### src/rtl/decode_cycle.sv
// decode_cycle: ID stage with register file, control/immediate decode and ID/EX register.
// Define ILLEGAL_INSTR_EN to flag unknown opcodes on IllegalE.
module decode_cycle #(
    parameter int PC_W = 9,
    parameter int XLEN = 32
) (
    input  logic            clk,
    input  logic            rst,
    input  logic [XLEN-1:0] InstrD,
    input  logic [PC_W-1:0] PCD,
    input  logic [PC_W-1:0] PCPlus4D,
    input  logic            FlushE,
    input  logic            RegWriteW,
    input  logic [4:0]      RdW,
    input  logic [XLEN-1:0] ResultW,
    output logic [4:0]      Rs1D,
    output logic [4:0]      Rs2D,
    output logic            RegWriteE,
    output logic            MemWriteE,
    output logic            JumpE,
    output logic            BranchE,
    output logic            ALUSrcE,
    output logic [1:0]      ResultSrcE,
    output logic [2:0]      ALUControlE,
    output logic [XLEN-1:0] RD1E,
    output logic [XLEN-1:0] RD2E,
    output logic [XLEN-1:0] ImmExtE,
    output logic [PC_W-1:0] PCE,
    output logic [PC_W-1:0] PCPlus4E,
    output logic [4:0]      Rs1E,
    output logic [4:0]      Rs2E,
    output logic [4:0]      RdE,
    output logic            IllegalE
);
    typedef struct packed {
        logic            reg_write;
        logic            mem_write;
        logic            jump;
        logic            branch;
        logic            alu_src;
        logic [1:0]      result_src;
        logic [2:0]      alu_control;
        logic [XLEN-1:0] rd1;
        logic [XLEN-1:0] rd2;
        logic [XLEN-1:0] imm;
        logic [PC_W-1:0] pc;
        logic [PC_W-1:0] pc4;
        logic [4:0]      rs1;
        logic [4:0]      rs2;
        logic [4:0]      rd;
        logic            illegal;
    } idex_t;

    logic [XLEN-1:0] r_rf [32];
    idex_t           r_idex;
    idex_t           w_idex;
    logic [6:0]      w_op;
    logic [2:0]      w_f3;
    logic            w_reg_write, w_mem_write, w_jump, w_branch, w_alu_src, w_known;
    logic [1:0]      w_result_src, w_imm_src, w_alu_op;
    logic [2:0]      w_alu_control;
    logic            w_sub, w_illegal;
    logic [XLEN-1:0] w_imm, w_rd1, w_rd2;

    assign w_op = InstrD[6:0];
    assign w_f3 = InstrD[14:12];
    assign Rs1D = InstrD[19:15];
    assign Rs2D = InstrD[24:20];

    always_comb begin
        w_reg_write  = 1'b0;
        w_mem_write  = 1'b0;
        w_jump       = 1'b0;
        w_branch     = 1'b0;
        w_alu_src    = 1'b0;
        w_result_src = 2'b00;
        w_imm_src    = 2'b00;
        w_alu_op     = 2'b00;
        w_known      = 1'b1;
        case (w_op)
            7'b0000011: begin w_reg_write = 1'b1; w_alu_src = 1'b1; w_result_src = 2'b01; end
            7'b0100011: begin w_mem_write = 1'b1; w_alu_src = 1'b1; w_imm_src = 2'b01; end
            7'b0110011: begin w_reg_write = 1'b1; w_alu_op = 2'b10; end
            7'b0010011: begin w_reg_write = 1'b1; w_alu_src = 1'b1; w_alu_op = 2'b10; end
            7'b1100011: begin w_branch = 1'b1; w_imm_src = 2'b10; w_alu_op = 2'b01; end
            7'b1101111: begin w_reg_write = 1'b1; w_jump = 1'b1; w_imm_src = 2'b11; w_result_src = 2'b10; end
            default:    w_known = 1'b0;
        endcase
    end

    // Only register-register add/sub is split by funct7; I-type bit 30 is immediate data.
    assign w_sub = (w_op == 7'b0110011) && InstrD[30];
    assign w_alu_control = (w_alu_op == 2'b01) ? 3'b001 :
                           (w_alu_op != 2'b10) ? 3'b000 :
                           (w_f3 == 3'b000)    ? {2'b00, w_sub} :
                           (w_f3 == 3'b010)    ? 3'b101 :
                           (w_f3 == 3'b110)    ? 3'b011 :
                           (w_f3 == 3'b111)    ? 3'b010 : 3'b000;

    assign w_imm = !w_known            ? '0 :
                   (w_imm_src == 2'b00) ? {{(XLEN-12){InstrD[31]}}, InstrD[31:20]} :
                   (w_imm_src == 2'b01) ? {{(XLEN-12){InstrD[31]}}, InstrD[31:25], InstrD[11:7]} :
                   (w_imm_src == 2'b10) ? {{(XLEN-12){InstrD[31]}}, InstrD[7], InstrD[30:25], InstrD[11:8], 1'b0} :
                                          {{(XLEN-20){InstrD[31]}}, InstrD[19:12], InstrD[20], InstrD[30:21], 1'b0};

    // Writeback bypass so a same-cycle W write is seen without an extra stall.
    assign w_rd1 = (RegWriteW && RdW != 5'd0 && RdW == Rs1D) ? ResultW : r_rf[Rs1D];
    assign w_rd2 = (RegWriteW && RdW != 5'd0 && RdW == Rs2D) ? ResultW : r_rf[Rs2D];

`ifdef ILLEGAL_INSTR_EN
    assign w_illegal = !w_known;
`else
    assign w_illegal = 1'b0;
`endif

    assign w_idex = '{reg_write: w_reg_write, mem_write: w_mem_write, jump: w_jump,
                      branch: w_branch, alu_src: w_alu_src, result_src: w_result_src,
                      alu_control: w_alu_control, rd1: w_rd1, rd2: w_rd2, imm: w_imm,
                      pc: PCD, pc4: PCPlus4D, rs1: Rs1D, rs2: Rs2D, rd: InstrD[11:7],
                      illegal: w_illegal};

    always_ff @(posedge clk or negedge rst) begin
        if (!rst)
            for (int i = 0; i < 32; i++) r_rf[i] <= '0;
        else if (RegWriteW && RdW != 5'd0)
            r_rf[RdW] <= ResultW;
    end

    always_ff @(posedge clk or negedge rst) begin
        if (!rst)        r_idex <= '0;
        else if (FlushE) r_idex <= '0;
        else             r_idex <= w_idex;
    end

    assign RegWriteE   = r_idex.reg_write;
    assign MemWriteE   = r_idex.mem_write;
    assign JumpE       = r_idex.jump;
    assign BranchE     = r_idex.branch;
    assign ALUSrcE     = r_idex.alu_src;
    assign ResultSrcE  = r_idex.result_src;
    assign ALUControlE = r_idex.alu_control;
    assign RD1E        = r_idex.rd1;
    assign RD2E        = r_idex.rd2;
    assign ImmExtE     = r_idex.imm;
    assign PCE         = r_idex.pc;
    assign PCPlus4E    = r_idex.pc4;
    assign Rs1E        = r_idex.rs1;
    assign Rs2E        = r_idex.rs2;
    assign RdE         = r_idex.rd;
    assign IllegalE    = r_idex.illegal;
endmodule

### config.mk
export PLATFORM = sky130hd
export DESIGN_NAME = decode_cycle
export DESIGN_NICKNAME = d
export VERILOG_FILES = /design/src/rtl/decode_cycle.sv
export SDC_FILE = /design/constraint.sdc
export NUM_CORES = 2
export LEC_CHECK = 0
export BUFFER_PORTS_ARGS = -buffer_cell sky130_fd_sc_hd__buf_4
export CAP_MARGIN = 5
export CORE_MARGIN = 4
export CORE_UTILIZATION = 58
export CTS_BUF_LIST = sky130_fd_sc_hd__clkbuf_4 sky130_fd_sc_hd__clkbuf_8
export DETAILED_ROUTE_END_ITERATION = 10
export GPL_TIMING_DRIVEN = 1
export PLACE_DENSITY = 0.76
export SKIP_LAST_GASP = 1
export SLEW_MARGIN = 20
export SYNTH_ARGS = -nofsm -noshare
export SYNTH_HDL_FRONTEND = slang
export SYNTH_SLANG_ARGS = --single-unit
### constraint.sdc
create_clock -name clk -period 1.6 [get_ports clk]
set_input_delay 0.24 -clock clk [delete_from_list [all_inputs] [get_ports clk]]
set_output_delay 0.24 -clock clk [all_outputs]
set_load 0.1 [all_outputs]
==> flow_summary.ini <==
[cts]
numCtsBuffers = 191
clk_latency_ps = 910
clock_path_buffers = 3
cts_tree = yes
clock-root-buffer = clkbuf_8
clkTransAtPathRegs_ps = 60
htreeDepth = 4
clock-sinks = 1151

[setup_path]
crit_type = flop to flop
worstPathRequired_ps = 2370
arrival_ps = 2700
end_kind = flop
worstSetupStartpointType = flop
path_max_fanout = 2

[timing]
finalSetupTns_ps = -20370
fmax_ghz = 0.516
timing.final.hold_violations = 0
fin_hold_ws_ps = 59.2
layout_setup_ws_ps = -337
rsz0062_at_grt = true
finalSetupViolCount = 176
fin_skew_ps = 62.2
min_period_ps = 1940
slew_violations = 0
worstMarginPinSlew_ps = 805
max_slew_margin_pct = 45.9
finalCritPeriodShare_pct = 121

[synth]
synth_compound_area_share_pct = 7.48
synth_seq_area_share_pct = 47.3
ys_types = 68
synth-xor-area-share_pct = 0.144
ys_async_sr_fraction_pct = 100
synth_top_family_by_area = multiplexers
netlist_area_um2 = 60900
synth_edf_count = 0
avgSynthCellArea_um2 = 13.6
syn_nets = 4583
synth_seq_cells = 1151
synthMuxAreaShare_pct = 36.2
synthFlopType = dfrtp_1
postSynthCellCount = 4492
yosys.area_share.simple_pct = 3.79
yosysWarnings = 0
synth_fa_ha_area_share_pct = 0

[drt]
dr_wl_met3_um = 24800
drt-vias-per-instance = 6.90
num_vias = 47600
drt-pass1-iter-count = 5
drc_errors = 0
wl_met1_um = 80400
wl_met2_um = 100000
post_drt_wl_per_cell_um = 32.1
top_layer_used = met5
postRouteAntennaNets = 0
drt_iter0_drc = 5241
wirelength_um = 221000

[floorplanning]
die_y_um = 332
io_pins = 241
die_w_um = 332
rows = 118
initial_utilization_pct = 58.6
dieArea_um2 = 110000
core_um2 = 104000

[layout]
drive_gt1_share_pct = 55.5
nFillCells = 6196
final_area_um2 = 78900
final_cells = 6896
nets = 5446
area_growth_pct = 29.4

[placed_design]
port-buffer-count = 239
gp_congestion = 0.926
hpwlAfterDp_um = 141000
place_inst = 6420
placed_cell_area_um2 = 70500

[pwr]
power_w = 0.0904
ir_worst_vdd_mv = 0.936
p_per_area_nw_per_um2 = 1150
p_leak_nw = 35.8

[global_routing]
grt_pass1_wl_um = 322000
grt_use_total_pct = 39.0
grt_max_degree = 76
grt_pass1_vias = 49300
antenna_found_initial = 5
grt.overflow.total = 0

[run_status]
outcome = finished with violations
violations = negative setup slack

[hold_path]
hp-class = primary input to async pin

[job]
cap_violations = 0
-- path summary, 6_finish.rpt --
check                      cells past startpoint     endpoint        from  slack (ps)
setup reg to reg                               6     RD2E[18]   r_rf[754]        -340
hold / removal                                 3    r_rf[183]         rst          60
hold reg to reg                                0   r_rf[1006]  r_rf[1006]         400
max in group asynchronous                      3    r_rf[470]         rst         840
min in group clk                               3  ImmExtE[16]  InstrD[16]          90
setup / recovery                               6     RD2E[18]   r_rf[754]        -340
-- Yosys cell counts (all sizes together), types with 2 or more instances --
| library cell | n | share of area, % |
|---|---|---|
| a21boi | 2 | 0.025 |
| dlygate4sd1 | 4 | 0.057 |
| nand3b | 4 | 0.049 |
| a221oi | 184 | 2.8 |
| o311ai | 2 | 0.029 |
| nor2b | 58 | 0.60 |
| buf | 262 | 3.4 |
| nand3 | 19 | 0.16 |
| xnor2 | 2 | 0.029 |
| a31oi | 17 | 0.17 |
| a211o | 2 | 0.029 |
| nand2b | 29 | 0.30 |
| and2 | 9 | 0.092 |
| o21a | 9 | 0.11 |
| o31ai | 17 | 0.21 |
| xor2 | 8 | 0.11 |
| o32ai | 10 | 0.14 |
| a221o | 52 | 0.85 |
| inv | 15 | 0.092 |
| a211oi | 73 | 0.92 |
| mux2 | 994 | 18 |
| and3 | 13 | 0.13 |
| or2b | 6 | 0.074 |
| o21ai | 73 | 0.60 |
| mux2i | 483 | 7.9 |
| mux4 | 263 | 9.9 |
| nor3 | 90 | 0.76 |
| or2 | 4 | 0.041 |
| nor2 | 132 | 0.81 |
| dfrtp | 1151 | 47 |
| o32a | 8 | 0.13 |
| a22o | 2 | 0.029 |
| nor3b | 11 | 0.14 |
| a21oi | 77 | 0.63 |
| nand2 | 79 | 0.49 |
| o211ai | 9 | 0.11 |
| clkbuf | 245 | 1.6 |
| a22oi | 40 | 0.49 |
| o22ai | 14 | 0.14 |
| nor4 | 8 | 0.082 |
-- sequential cells by signal (all words and copies together) (netlist names) --
signal / count
JumpE: 1
RD2E: 32
RD1E: 32
Rs1E: 5
r_rf: 1024
ALUSrcE: 1
MemWriteE: 1
RegWriteE: 1
ALUControlE: 3
RdE: 5
ImmExtE: 21
ResultSrcE: 1
Rs2E: 5
PCE: 9
BranchE: 1
PCPlus4E: 9
-- layer usage --
metal	track usage, %	vias up
li1	-	18900
met1	49.4	24400
met2	59.5	3276
met3	11.4	982
met4	24.4	4
met5	0	-
-- stage by stage --
| step | utilization (%) | setup slack (ps) |
|---|---|---|
| after detailed placement | 67.9 | -753 |
| after CTS | 74.8 | -321 |
| after global placement | 67.9 | -733 |
| final | 75.9 | -337 |
| after floorplan | - | -247 |
| after global routing | 75.9 | -399 |
-- cells in the final DEF, fill, tap and decap left out, types with 29 or more instances in the layout --
cell,n
dfrtp_1,1132
mux2_2,983
buf_4,744
mux2i_1,474
buf_12,261
clkbuf_8,248
mux4_2,246
nor2_1,113
a221oi_1,96
dlygate4sd3_1,92
a221oi_2,85
buf_8,74
nor3_1,58
nand2_1,57
clkbuf_4,55
a221o_1,52
nor2b_1,49
a211oi_2,43
o21ai_1,37
a21oi_2,35
a21oi_1,34
a211oi_1,30
nor3_2,29
-- worst max-delay path: stages, from the launching register on --
cell,delay [ps]
dfrtp_1,410
mux4_4,610
o21a_1,190
o32a_1,180
a211oi_2,180
buf_4,180
nor3_1,60
-- logic make-up (layout without fill, tap and decap cells) --
kind of cell | Yosys count | after routing
other | 1 | 4
buffers and inverters | 528 | 1549
AOI/OAI and AO/OA | 594 | 594
xor gates and xnor gates | 10 | 10
DFF | 1151 | 1151
muxes | 1740 | 1740
and+or+nand+nor | 468 | 468
-- report_power, final --
group	switching (W)	internal, W	total (W)	leakage, nW
clock network	0.0127	0.0167	0.0294	2.30
registers	0.00404	0.0343	0.0383	14.8
logic	0.0105	0.0122	0.0227	18.7
total	0.0272	0.0632	0.0904	35.8
-- layout make-up --
| class | instances | area (µm²) | area share, % |
|---|---|---|---|
| clock buffer | 302 | 3810 | 4.83 |
| sequential | 1151 | 28800 | 36.6 |
| timing repair buffer | 1182 | 13000 | 16.4 |
| clock inverter | 49 | 558 | 0.708 |
| multi-input combinational | 2813 | 30900 | 39.2 |
| antenna | 3 | 7.51 | 0.00952 |
| inverter | 16 | 63.8 | 0.0809 |
| tap | 1380 | 1730 | 2.19 |
-- repair_timing --
action                                   CTS  global route
gates resized for setup                  459           201
hold buffers                              93             0
endpoints found under the setup margin   189           214
buffers inserted                          28            20
pin swaps                                 97           114
endpoints found under the hold margin   2262             0
No activity file was read; power rests on OpenSTA's default activity.
